$ cat config.mk
export PLATFORM = sky130hd
export DESIGN_NAME = nanorv32_prog_loader
export DESIGN_NICKNAME = d
export VERILOG_FILES = /design/src/rtl/nanorv32_prog_loader_pkg.sv /design/src/rtl/nanorv32_byte_packer.sv /design/src/rtl/nanorv32_prog_loader.sv
export SDC_FILE = /design/constraint.sdc
export NUM_CORES = 1
export LEC_CHECK = 0
export CAP_MARGIN = 10
export CELL_PAD_IN_SITES_DETAIL_PLACEMENT = 1
export CELL_PAD_IN_SITES_GLOBAL_PLACEMENT = 1
export CORE_MARGIN = 3
export CORE_UTILIZATION = 43
export DETAILED_ROUTE_END_ITERATION = 12
export PLACE_DENSITY_LB_ADDON = 0.1
export SLEW_MARGIN = 0
export SYNTH_ARGS = -nofsm -noshare
export SYNTH_HDL_FRONTEND = slang
export SYNTH_SLANG_ARGS = --single-unit
$ cat constraint.sdc
create_clock -name clk -period 3.5 [get_ports clk]
set_input_delay 0.525 -clock clk [delete_from_list [all_inputs] [get_ports clk]]
set_output_delay 0.525 -clock clk [all_outputs]
set_load 0.05 [all_outputs]
$ cat src/rtl/nanorv32_prog_loader_pkg.sv
// nanorv32 program loader: shared state encoding, header size and word-geometry helper.
package nanorv32_prog_loader_pkg;

  typedef enum logic [1:0] {
    LDR_HDR  = 2'd0,
    LDR_DATA = 2'd1,
    LDR_DONE = 2'd2,
    LDR_ERR  = 2'd3
  } ldr_state_t;

  localparam int LDR_HDR_BYTES = 4;

  function automatic int bytes_per_word(input int data_width);
    return data_width / 8;
  endfunction

endpackage

$ cat src/rtl/nanorv32_byte_packer.sv
// Byte-to-word assembler: collects bytes little-endian into a code-memory word
// and flags the byte that completes it.
module nanorv32_byte_packer
  import nanorv32_prog_loader_pkg::*;
#(
  parameter int DATA_WIDTH = 32
) (
  input  logic                  clk,
  input  logic                  rst_n,
  input  logic                  clear,
  input  logic                  byte_valid,
  input  logic [7:0]            byte_data,
  output logic                  word_done,
  output logic [DATA_WIDTH-1:0] word_data
);

  localparam int BPW   = bytes_per_word(DATA_WIDTH);
  localparam int IDX_W = (BPW > 1) ? $clog2(BPW) : 1;

  logic [IDX_W-1:0]      byte_idx;
  logic [DATA_WIDTH-1:0] partial;

  // word_data is the partial word with the incoming byte merged into its lane
  always_comb begin
    word_data = partial;
    for (int k = 0; k < BPW; k++) begin
      if (byte_idx == IDX_W'(k)) begin
        word_data[8*k +: 8] = byte_data;
      end
    end
    word_done = byte_valid && (byte_idx == IDX_W'(BPW - 1));
  end

  always_ff @(posedge clk or negedge rst_n) begin
    if (!rst_n) begin
      byte_idx <= '0;
      partial  <= '0;
    end else if (clear) begin
      byte_idx <= '0;
      partial  <= '0;
    end else if (byte_valid) begin
      partial  <= word_data;
      byte_idx <= word_done ? '0 : byte_idx + IDX_W'(1);
    end
  end

endmodule

$ cat src/rtl/nanorv32_prog_loader.sv
// Code-memory loader: parses a length header, streams payload words into the
// code RAM from address 0 and holds the CPU in reset until the image is complete.
module nanorv32_prog_loader
  import nanorv32_prog_loader_pkg::*;
#(
  parameter int ADDR_SIZE      = 15,
  parameter int DATA_WIDTH     = 32,
  parameter int TIMEOUT_CYCLES = 1024
) (
  input  logic                                       clk,
  input  logic                                       rst_n,
  input  logic                                       in_valid,
  input  logic [7:0]                                 in_data,
  output logic                                       in_ready,
  input  logic                                       reload,
  output logic                                       mem_we,
  output logic [ADDR_SIZE-$clog2(DATA_WIDTH/8)-1:0]  mem_addr,
  output logic [DATA_WIDTH-1:0]                      mem_wdata,
  output logic                                       cpu_rst_n,
  output logic                                       done,
  output logic                                       error,
  output logic [31:0]                                words_loaded
);

  localparam int          BPW       = bytes_per_word(DATA_WIDTH);
  localparam int          AW        = ADDR_SIZE - $clog2(BPW);
  localparam logic [32:0] MAX_WORDS = 33'd1 << AW;
  localparam bit          WD_EN     = TIMEOUT_CYCLES > 0;
  localparam int          WD_W      = (TIMEOUT_CYCLES > 1) ? $clog2(TIMEOUT_CYCLES) : 1;
  localparam int          WD_LIMIT  = WD_EN ? TIMEOUT_CYCLES - 1 : 0;

  ldr_state_t state, next_state;

  logic            accept, hdr_accept, data_accept, hdr_last;
  logic            active, reload_go, last_word, wd_fire;
  logic [1:0]      hdr_idx;
  logic [31:0]     len_q, hdr_len;
  logic            armed;
  logic [WD_W-1:0] wd_cnt;
  logic            word_done;
  logic [DATA_WIDTH-1:0] packed_word;

  assign accept      = in_valid && in_ready;
  assign active      = (state == LDR_HDR) || (state == LDR_DATA);
  assign hdr_accept  = accept && (state == LDR_HDR);
  assign data_accept = accept && (state == LDR_DATA);
  assign hdr_len     = {in_data, len_q[31:8]};
  assign hdr_last    = hdr_accept && (hdr_idx == 2'(LDR_HDR_BYTES - 1));
  assign reload_go   = reload && ((state == LDR_DONE) || (state == LDR_ERR));
  assign last_word   = mem_we && ((words_loaded + 32'd1) == len_q);
  // An accepted byte on the would-be timeout cycle wins over the watchdog
  assign wd_fire     = WD_EN && armed && active && !accept && (wd_cnt == WD_W'(WD_LIMIT));

  nanorv32_byte_packer #(
    .DATA_WIDTH (DATA_WIDTH)
  ) u_packer (
    .clk        (clk),
    .rst_n      (rst_n),
    .clear      (state != LDR_DATA),
    .byte_valid (data_accept),
    .byte_data  (in_data),
    .word_done  (word_done),
    .word_data  (packed_word)
  );

  // in_ready is a registered decode of the upcoming state
  always_ff @(posedge clk or negedge rst_n) begin
    if (!rst_n) begin
      state    <= LDR_HDR;
      in_ready <= 1'b0;
    end else begin
      state    <= next_state;
      in_ready <= (next_state == LDR_HDR) || (next_state == LDR_DATA);
    end
  end

  always_comb begin
    next_state = state;
    case (state)
      LDR_HDR: begin
        if (wd_fire) begin
          next_state = LDR_ERR;
        end else if (hdr_last) begin
          if (hdr_len == 32'd0) begin
            next_state = LDR_DONE;
          end else if ({1'b0, hdr_len} > MAX_WORDS) begin
            next_state = LDR_ERR;
          end else begin
            next_state = LDR_DATA;
          end
        end
      end
      LDR_DATA: begin
        if (last_word) begin
          next_state = LDR_DONE;
        end else if (wd_fire) begin
          next_state = LDR_ERR;
        end
      end
      LDR_DONE, LDR_ERR: begin
        if (reload) begin
          next_state = LDR_HDR;
        end
      end
      default: next_state = LDR_HDR;
    endcase
  end

  always_comb begin
    done      = (state == LDR_DONE);
    error     = (state == LDR_ERR);
    cpu_rst_n = (state == LDR_DONE);
  end

  // mem_addr advances at the end of the mem_we cycle so it is stable while writing
  always_ff @(posedge clk or negedge rst_n) begin
    if (!rst_n) begin
      hdr_idx      <= '0;
      len_q        <= '0;
      mem_we       <= 1'b0;
      mem_addr     <= '0;
      mem_wdata    <= '0;
      words_loaded <= '0;
    end else if (reload_go) begin
      hdr_idx      <= '0;
      len_q        <= '0;
      mem_we       <= 1'b0;
      mem_addr     <= '0;
      words_loaded <= '0;
    end else begin
      if (hdr_accept) begin
        hdr_idx <= hdr_idx + 2'd1;
        len_q   <= hdr_len;
      end
      mem_we <= word_done;
      if (word_done) begin
        mem_wdata <= packed_word;
      end
      if (mem_we) begin
        mem_addr     <= mem_addr + AW'(1);
        words_loaded <= words_loaded + 32'd1;
      end
    end
  end

  // Watchdog arms on the first header byte so an idle host never trips it
  always_ff @(posedge clk or negedge rst_n) begin
    if (!rst_n) begin
      armed  <= 1'b0;
      wd_cnt <= '0;
    end else if (reload_go) begin
      armed  <= 1'b0;
      wd_cnt <= '0;
    end else begin
      if (hdr_accept) begin
        armed <= 1'b1;
      end
      if (accept) begin
        wd_cnt <= '0;
      end else if (armed && active) begin
        wd_cnt <= wd_cnt + WD_W'(1);
      end
    end
  end

endmodule

# Yosys cells after proc, flatten, opt, wreduce, memory -nomap -nowiden

Index checks and enable logic that the tools add are counted.

Flip-flop bits (word level): 160
Bits of input ports: 12
Logic and storage cells: 85
Output and inout port bits: 82

Order comparisons: 1
Multiplexer cells: 31
Reduce and logical (&&, ||, !) cells: 24
Bitwise operators: 1
Equality and inequality tests: 11
Add/subtract/negate cells: 5

Operator list:

| operator                                               | number |
|---|---|
| 2-to-1 mux 32 bit                                      | 6 |
| adder 32 x 1 -> 32 bit (second input constant)         | 1 |
| == test 32 bit                                         | 1 |
| > comparator 32 x 14 -> 1 bit (second input constant)  | 1 |
| zero test 32 bit                                       | 1 |
| 2-to-1 mux 8 bit                                       | 4 |
| 2-to-1 mux 10 bit                                      | 3 |
| 2-to-1 mux 13 bit                                      | 2 |
| 2-to-1 mux 2 bit                                       | 12 |
| adder 13 x 1 -> 13 bit (second input constant)         | 1 |
| adder 10 x 1 -> 10 bit (second input constant)         | 1 |
| == test 10 bit (second input constant)                 | 1 |
| == test 2 bit (second input constant)                  | 5 |
| logical AND 1 bit                                      | 10 |
| == test 2 x 1 -> 1 bit (second input constant)         | 3 |
| zero test 2 bit                                        | 3 |
| case mux 2 bit (3 select lines)                        | 1 |
| nonzero test 2 bit                                     | 3 |
| adder 2 x 1 -> 2 bit (second input constant)           | 2 |
| logical OR 1 bit                                       | 3 |
| 2-to-1 mux 1 bit                                       | 3 |
| nonzero test 3 bit                                     | 1 |
| inequality test 2 x 1 -> 1 bit (second input constant) | 1 |
| AND reduction 2 bit                                    | 1 |
| 3 further kinds                                        | 3 |

# Longest topological paths before layout

Gate-level depths: netlist of the first run.

Word-level depth: 10
Depth in mapped cells: 10
Mapped depth without buffers: 8

# Hierarchy

Synthesis of the first run repeated with hierarchy kept, for this count alone.

Cell total of the unflattened synthesis: 844
Area, all modules: 8546.9 um^2

Modules (own cells, without submodules):

| module               | area an instance (um^2) | times used | cells an instance | seq. area each (um^2) |
|---|---|---|---|---|
| nanorv32_prog_loader | 6552.5                  | 1          | 678               | 3153.0 |
| nanorv32_byte_packer | 1994.4                  | 1          | 166               | 850.8 |

# Least setup slack after synthesis of the first run

No wires, ideal clock.

Path type: register to register
Start: reg words_loaded[0]
End: reg state[0]
Setup time: 0.126 ns
Path slack: 0.597 ns
Arrival: 2.776 ns
Stages on the path, launching flop included: 10
Path buffers: 1
Clock period less this slack: 2.903 ns
Data required time: 3.374 ns
Cell sequence: dfrtp_1 > ha_1 > nand3_2 > or4_1 > buf_2 > nor3_2 > xnor2_1 > or4_4 > nor4_1 > nor2_1

Word-level cells in the longest chain between the ends: 5

RTL lines:

| element                         | line                        | text |
|---|---|---|
| start, declared                 | nanorv32_prog_loader.sv:22  | `output logic [31:0] words_loaded` |
| start signal, assigned          | nanorv32_prog_loader.sv:141 | `words_loaded <= words_loaded + 32'd1;` |
| adder 32 x 1 -> 32 bit          | nanorv32_prog_loader.sv:50  | `assign last_word = mem_we && ((words_loaded + 32'd1) == len_q);` |
| == test 32 bit                  | nanorv32_prog_loader.sv:50  |  |
| logical AND 1 bit               | nanorv32_prog_loader.sv:50  |  |
| 2-to-1 mux 2 bit                | nanorv32_prog_loader.sv:94  | `if (last_word) begin` |
| case mux 2 bit (3 select lines) | nanorv32_prog_loader.sv:79  | `case (state)` |
| net next_state[0]               | nanorv32_prog_loader.sv:32  | `ldr_state_t state, next_state;` |
| end signal, assigned            | nanorv32_prog_loader.sv:72  | `state <= next_state;` |
| end, declared                   | nanorv32_prog_loader.sv:32  |  |

The timed path passes the listed nets, and every way through them passes these cells.
A chain may end at the register's enable or synchronous reset.

# Worst setup path after layout of the first run

Same ends and word-level chain as after synthesis.

==> flow_metrics.tcl, run 1 <==
set metrics [dict create \
    status "completed" \
    core_mm2 0.0177 \
    timing.final.crit_share_pct 84.1 \
    setup_ws_ns 0.557 \
    synth.avg_cell_area_um2 8.95 \
    wl_per_cell_um 19.7 \
    first_pass_iters 4 \
    clock_skew_ns 0.0169 \
    antenna_found_initial 0 \
    antenna_cells 0 \
    multi_input_area_mm2 0.00379 \
    async_flop_share_pct 100 \
    min_path_type "in2async" \
    final-setup-viol-count 0 \
    worst_pin_slew_ns 0.936 \
    drv_cap 0 \
    yosysTopAreaCellShare_pct 48.2 \
    numCtsBuffers 17 \
    ys_seq_elements 152 \
    min_period_ns 2.94 \
    powerDensity_mw_per_mm2 650 \
    clk_pin_slew_ns 0.07 \
    cts.sink_count 152 \
    yosysTopAreaCell "dfrtp_1" \
    seqPwrFrac_pct 38.8 \
    port-buffer-count 93 \
    grt_pass1_vias 7284 \
    ir_worst_vdd_v 0.000384 \
    totalWireLength_mm 23.3 \
    syn_nets 902 \
    hold_violations 0 \
    clockBufferDepth 2 \
    vias_per_cell 5.59 \
    crit_type "reg2reg" \
    insertion_delay_ns 0.43 \
    hold_buffers 0 \
    vias 6624 \
    drc 0 \
    seq_area_mm2 0.00380 \
    nFillCells 2006 \
    worst_setup_path_end_kind "flip-flop" \
    cp-start-kind "flip-flop" \
    cts-root-buf "clkbuf_16" \
    grt_pass1_wl_mm 38.7 \
    dieHeight_um 142 \
    syn_to_final_growth_pct 21.7 \
    gp_congestion 0.905 \
    cts_resized 0 \
    placed_area_mm2 0.00900 \
    slew_headroom_pct 37.4 \
    syn_area_mm2 0.00790 \
    start_util_pct 44.7 \
    drt_iter0_drc 341 \
    p_leak_nw 4.09 \
    drv_slew 0 \
    rows 48 \
    htreeDepth 4 \
    clkPwrFrac_pct 31.1 \
    synth_edf_count 0 \
    gr-usage-all-layers_pct 24.2 \
    crit_path_max_fanout 12 \
    fin_nets 967 \
    totalPowerFinal_mw 6.25 \
    final_common_cell "nand2_1" \
    postCtsSetupRepairBufs 0 \
    fmax_ghz 0.340 \
    synth_ff_type "dfrtp_1" \
    tns_ns 0 \
    dieWidth_um 142 \
    dp_hpwl_mm 16.5 \
    cp.required_ns 3.80 \
    p_comb_share_pct 30.0 \
    switchingPower_mw 2.35 \
    grt-ovfl-total 0 \
    cts_tree "built" \
    ys_seq_area_share_pct 48.2 \
    num_io_pins 94 \
    postRouteAntennaNets 0 \
    p_int_mw 3.90 \
    grt_setup_unrepaired "no" \
    synth_cell_type_count 53 \
    swShare_pct 37.6 \
    grt_max_degree 88 \
    synth_warnings 0 \
    layout_common_cells "nand2_1 (182), dfrtp_1 (152), clkdlybuf4s50_1 (92)" \
    synthCells 882 \
    synthTopCellsByArea "dfrtp_1 (48%), nand2_1 (8.7%), xnor2_1 (5.5%)" \
    fin_area_mm2 0.00961 \
    crit_arrival_ns 3.24 \
    place_ws_ns 0.566 \
    die_area_mm2 0.0200 \
    drive_above_1_share_pct 6.67 \
]
flip-flops by register name, summed over array words and instances, names as in the netlist, 2 cells and up:
signal	cells
state	2
mem_addr	13
hdr_idx	2
words_loaded	32
u_packer.byte_idx	2
len_q	32
u_packer.partial	24
mem_wdata	32
wd_cnt	10
worst max-delay path: stages, from the launching register on:
cell     delay, ns
dfrtp_1       0.46
ha_1          0.27
nand3_2       0.22
or4_1         0.71
nor3_2        0.22
xnor2_1       0.09
or4_4         0.49
nor4_1        0.27
nor2_1        0.08
synth_stat cells (6+ instances only):
master and n:
clkbuf_1 53, mux2i_1 29, nand2_1 182, nand4_1 21, and3_1 16, and2_1 6
nand3_1 47, a21oi_1 62, nor3_1 15, nor4_1 15, buf_2 8, inv_1 8
and4_1 6, xor2_1 47, ha_1 8, o21ai_0 28, dfrtp_1 152, xnor2_1 50
nor2_1 70
final timing paths:
check | start | to | slack (ns) | cells past startpoint
min reg2reg | mem_wdata[7] | mem_wdata[7] | 0.48 | 2
min | rst_n | words_loaded[9] | 0.15 | 1
min in group clk | mem_wdata[7] | mem_wdata[7] | 0.48 | 2
max | words_loaded[0] | state[0] | 0.56 | 8
max reg2reg | words_loaded[0] | state[0] | 0.56 | 8
max in group asynchronous | rst_n | u_packer.partial[2] | 2.30 | 2
layer usage:
metal	wire length [µm]	global-route usage, %	vias to the layer above
li1	-	-	3122
met5	0	0	-
met2	12000	42.1	149
met1	9860	30.1	3312
met3	880	4.08	41
met4	625	9.04	0
per-stage QoR:
stage,utilization [%],instances,hold WS [ns]
after global placement,51.0,1153,0.458
after global routing,54.4,1185,0.210
after CTS,54.4,1185,0.197
after detailed placement,51.0,1153,0.472
after floorplan,-,882,0.229
final,54.4,1185,0.154
logic make-up after synthesis:
| group | Yosys count | synth area share (%) |
|---|---|---|
| fa+ha+maj | 8 | 1.27 |
| mux | 29 | 3.68 |
| buf+inv | 77 | 3.94 |
| xor+xnor | 97 | 10.8 |
| flops | 152 | 48.2 |
| compound gates | 116 | 8.40 |
| simple gates | 403 | 23.8 |
power groups by stage:
stage	Sequential (mW)	Clock [mW]	Combinational, mW
floorplan	2.42	0	1.27
global placement	2.44	0	1.78
detailed placement	2.45	0	1.85
CTS	2.43	1.98	1.89
global route	2.47	2.06	2.06
finish	2.43	1.94	1.88
cell type report:
class	instances	share of cell area, %
clock buffers	18	4.46
clock inverters	14	1.94
flip-flops and latches	152	39.6
repair buffers	114	11.3
inverters	9	0.351
well taps	225	2.93
multi-input cells	653	39.4
Note: power is estimated with default switching activity, not from simulation.
==> inputs of run 2 (changes only) <==
==> constraint.sdc (replaced) <==
create_clock -name clk -period 2.71 [get_ports clk]
set_input_delay 0.4065 -clock clk [delete_from_list [all_inputs] [get_ports clk]]
set_output_delay 0.4065 -clock clk [all_outputs]
set_load 0.05 [all_outputs]
==> run 2 against run 1 <==
  * Cell count is 2.5% higher
  * Die area stayed put
  * Power is 28% higher
  * Combinational power is 38% higher
  * First-iteration DRC count is 21% higher
  * Sequential share of layout area is 0.90 points lower
  * Largest power group unchanged
==> flow_metrics.tcl, run 2 (synthesis results as in run 1) <==
set metrics [dict create \
    p_leak_nw 4.22 \
    grt-ovfl-total 0 \
    ir_worst_vdd_v 0.000497 \
    finish.utilization_pct 55.9 \
    hold_violations 0 \
    port-buffer-count 93 \
    critical-path-max-stage-delay_ns 0.86 \
    start_util_pct 44.7 \
    dieHeight_um 142 \
    clkPwrFrac_pct 28.7 \
    crit_arrival_ns 2.22 \
    drive_above_1_share_pct 11.3 \
    final_common_cell "nand2_1" \
    crit_slowest_cell "clkdlybuf4s50_1" \
    crit_buf_inv 2 \
    crit-reg2reg-launch "words_loaded[0]" \
    slew_headroom_pct 34.1 \
    p_comb_share_pct 32.4 \
    min_period_ns 2.62 \
    powerDensity_mw_per_mm2 812 \
    setup_ws_ns 0.0868 \
    place_ws_ns 0.0702 \
    num_io_pins 94 \
    nFillCells 2020 \
    instances_no_fill 1215 \
    reg_top3 "len_q x32, mem_wdata x32, words_loaded x32" \
    cp_cell_sequence "inv_1, nor2_1, clkdlybuf4s50_1" \
    switchingPower_mw 3.13 \
    dieWidth_um 142 \
    gp_congestion 0.838 \
    fmax_ghz 0.381 \
    timing.final.crit_share_pct 96.8 \
    worst_pin_slew_ns 0.986 \
    critPathCapture "cpu_rst_n" \
    r2r_setup_slack_ns 0.09 \
    htreeDepth 4 \
    die_area_mm2 0.0200 \
    cts_tree "built" \
    critPathTopFamily "buffers and inverters" \
    syn_to_final_growth_pct 25.0 \
    cp-start-kind "flip-flop" \
    crit_path_max_fanout 9 \
    core_mm2 0.0177 \
    drv_cap 0 \
    antenna_found_initial 0 \
    vias 6788 \
    min_path_type "in2async" \
    dp_hpwl_mm 16.9 \
    grt_max_degree 56 \
    worst_setup_path_end_kind "output port" \
    rows 48 \
    clockBufferDepth 2 \
    layout_common_cells "nand2_1 (182), dfrtp_1 (141), clkdlybuf4s50_1 (92)" \
    p_int_mw 4.90 \
    totalWireLength_mm 23.9 \
    path_depth 3 \
    drc 0 \
    postRouteAntennaNets 0 \
    vias_per_cell 5.59 \
    numCtsBuffers 17 \
    wl_per_cell_um 19.7 \
    reg2regPathDepth 8 \
    gr-usage-all-layers_pct 24.5 \
    drv_slew 0 \
    cp.required_ns 2.30 \
    place_inst 1180 \
    cts.sink_count 152 \
    timing.rr.end "in_ready" \
    cts-root-buf "clkbuf_16" \
    status "completed" \
    clock_skew_ns 0.0112 \
    startpoint "state[1]" \
    grt_pass1_wl_mm 39.2 \
    seqPwrFrac_pct 39.0 \
    clk_pin_slew_ns 0.07 \
    first_pass_iters 4 \
    insertion_delay_ns 0.43 \
    crit_type "reg2out" \
    fin_nets 997 \
    swShare_pct 39.0 \
    antenna_cells 0 \
    final-setup-viol-count 0 \
    grt_pass1_vias 7342 \
    grt_setup_unrepaired "yes" \
    drt_iter0_drc 411 \
]
[run 2: how the worst min path moves through the flow]
| stage | cells after the start | endpoint | from |
|---|---|---|---|
| 6_report | 2 | words_loaded[5] | rst_n |
| 5_1_grt | 2 | mem_wdata[27] | mem_wdata[27] |
| 4_1_cts | 2 | mem_wdata[27] | mem_wdata[27] |
| 3_5_place_dp | 1 | words_loaded[5] | rst_n |
| 3_3_place_gp | 1 | len_q[7] | rst_n |
| 2_1_floorplan | 0 | armed | rst_n |
[run 2: per-stage QoR]
step / power [mW] / hold slack [ns] / TNS [ns] / cell area (µm²)
floorplan: 4.76 / 0.111 / 0 / 7910
global placement: 5.58 / 0.392 / 0 / 9230
detailed placement: 5.68 / 0.399 / 0 / 9230
CTS: 8.04 / 0.493 / 0 / 9810
global route: 8.48 / 0.510 / -0.0370 / 9870
finish: 8.02 / 0.487 / 0 / 9870
[run 2: metal layers]
metal  GRT usage (%)  routed length [µm]  vias up  share of wire (%)
li1                -                   -     3174                  -
met2            41.9               12200      134                 51
met1            31.3               10300     3449                 43
met4            7.78                 537        0                2.2
met5               0                   0        -                  0
met3            4.95                 899       31                3.8
[run 2: power groups by stage]
stage                     logic, mW  clock network (mW)  registers (mW)
final                          2.60                2.30            3.13
after global placement         2.45                   0            3.13
after CTS                      2.57                2.35            3.12
after floorplan                1.64                   0            3.12
after global routing           2.85                2.46            3.17
after detailed placement       2.53                   0            3.16
[run 2: area by class of cell]
cell class	instances	area, µm²	share of cell area [%]
Clock buffer	18	439	4.45
Clock inverter	14	133	1.34
Inverter	9	33.8	0.342
Multi-Input combinational cell	653	3840	38.9
Sequential cell	152	3820	38.7
Tap cell	225	282	2.85
Timing Repair Buffer	144	1330	13.5
[run 2: what timing repair did]
action                     in CTS  in global routing
setup endpoints to repair       0                  3
hold endpoints to repair       50                  0
resized for setup               0                  8
hold buffers                    1                  0
setup buffers                   0                  2
[run 2: worst register-to-register path, stage by stage (launching register included)]
cell,delay [ns]
dfrtp_2,0.42
ha_1,0.21
nand3_2,0.09
or4_4,0.57
nor3_2,0.19
xnor2_1,0.09
or4_4,0.52
nor3_2,0.25
a41oi_1,0.14
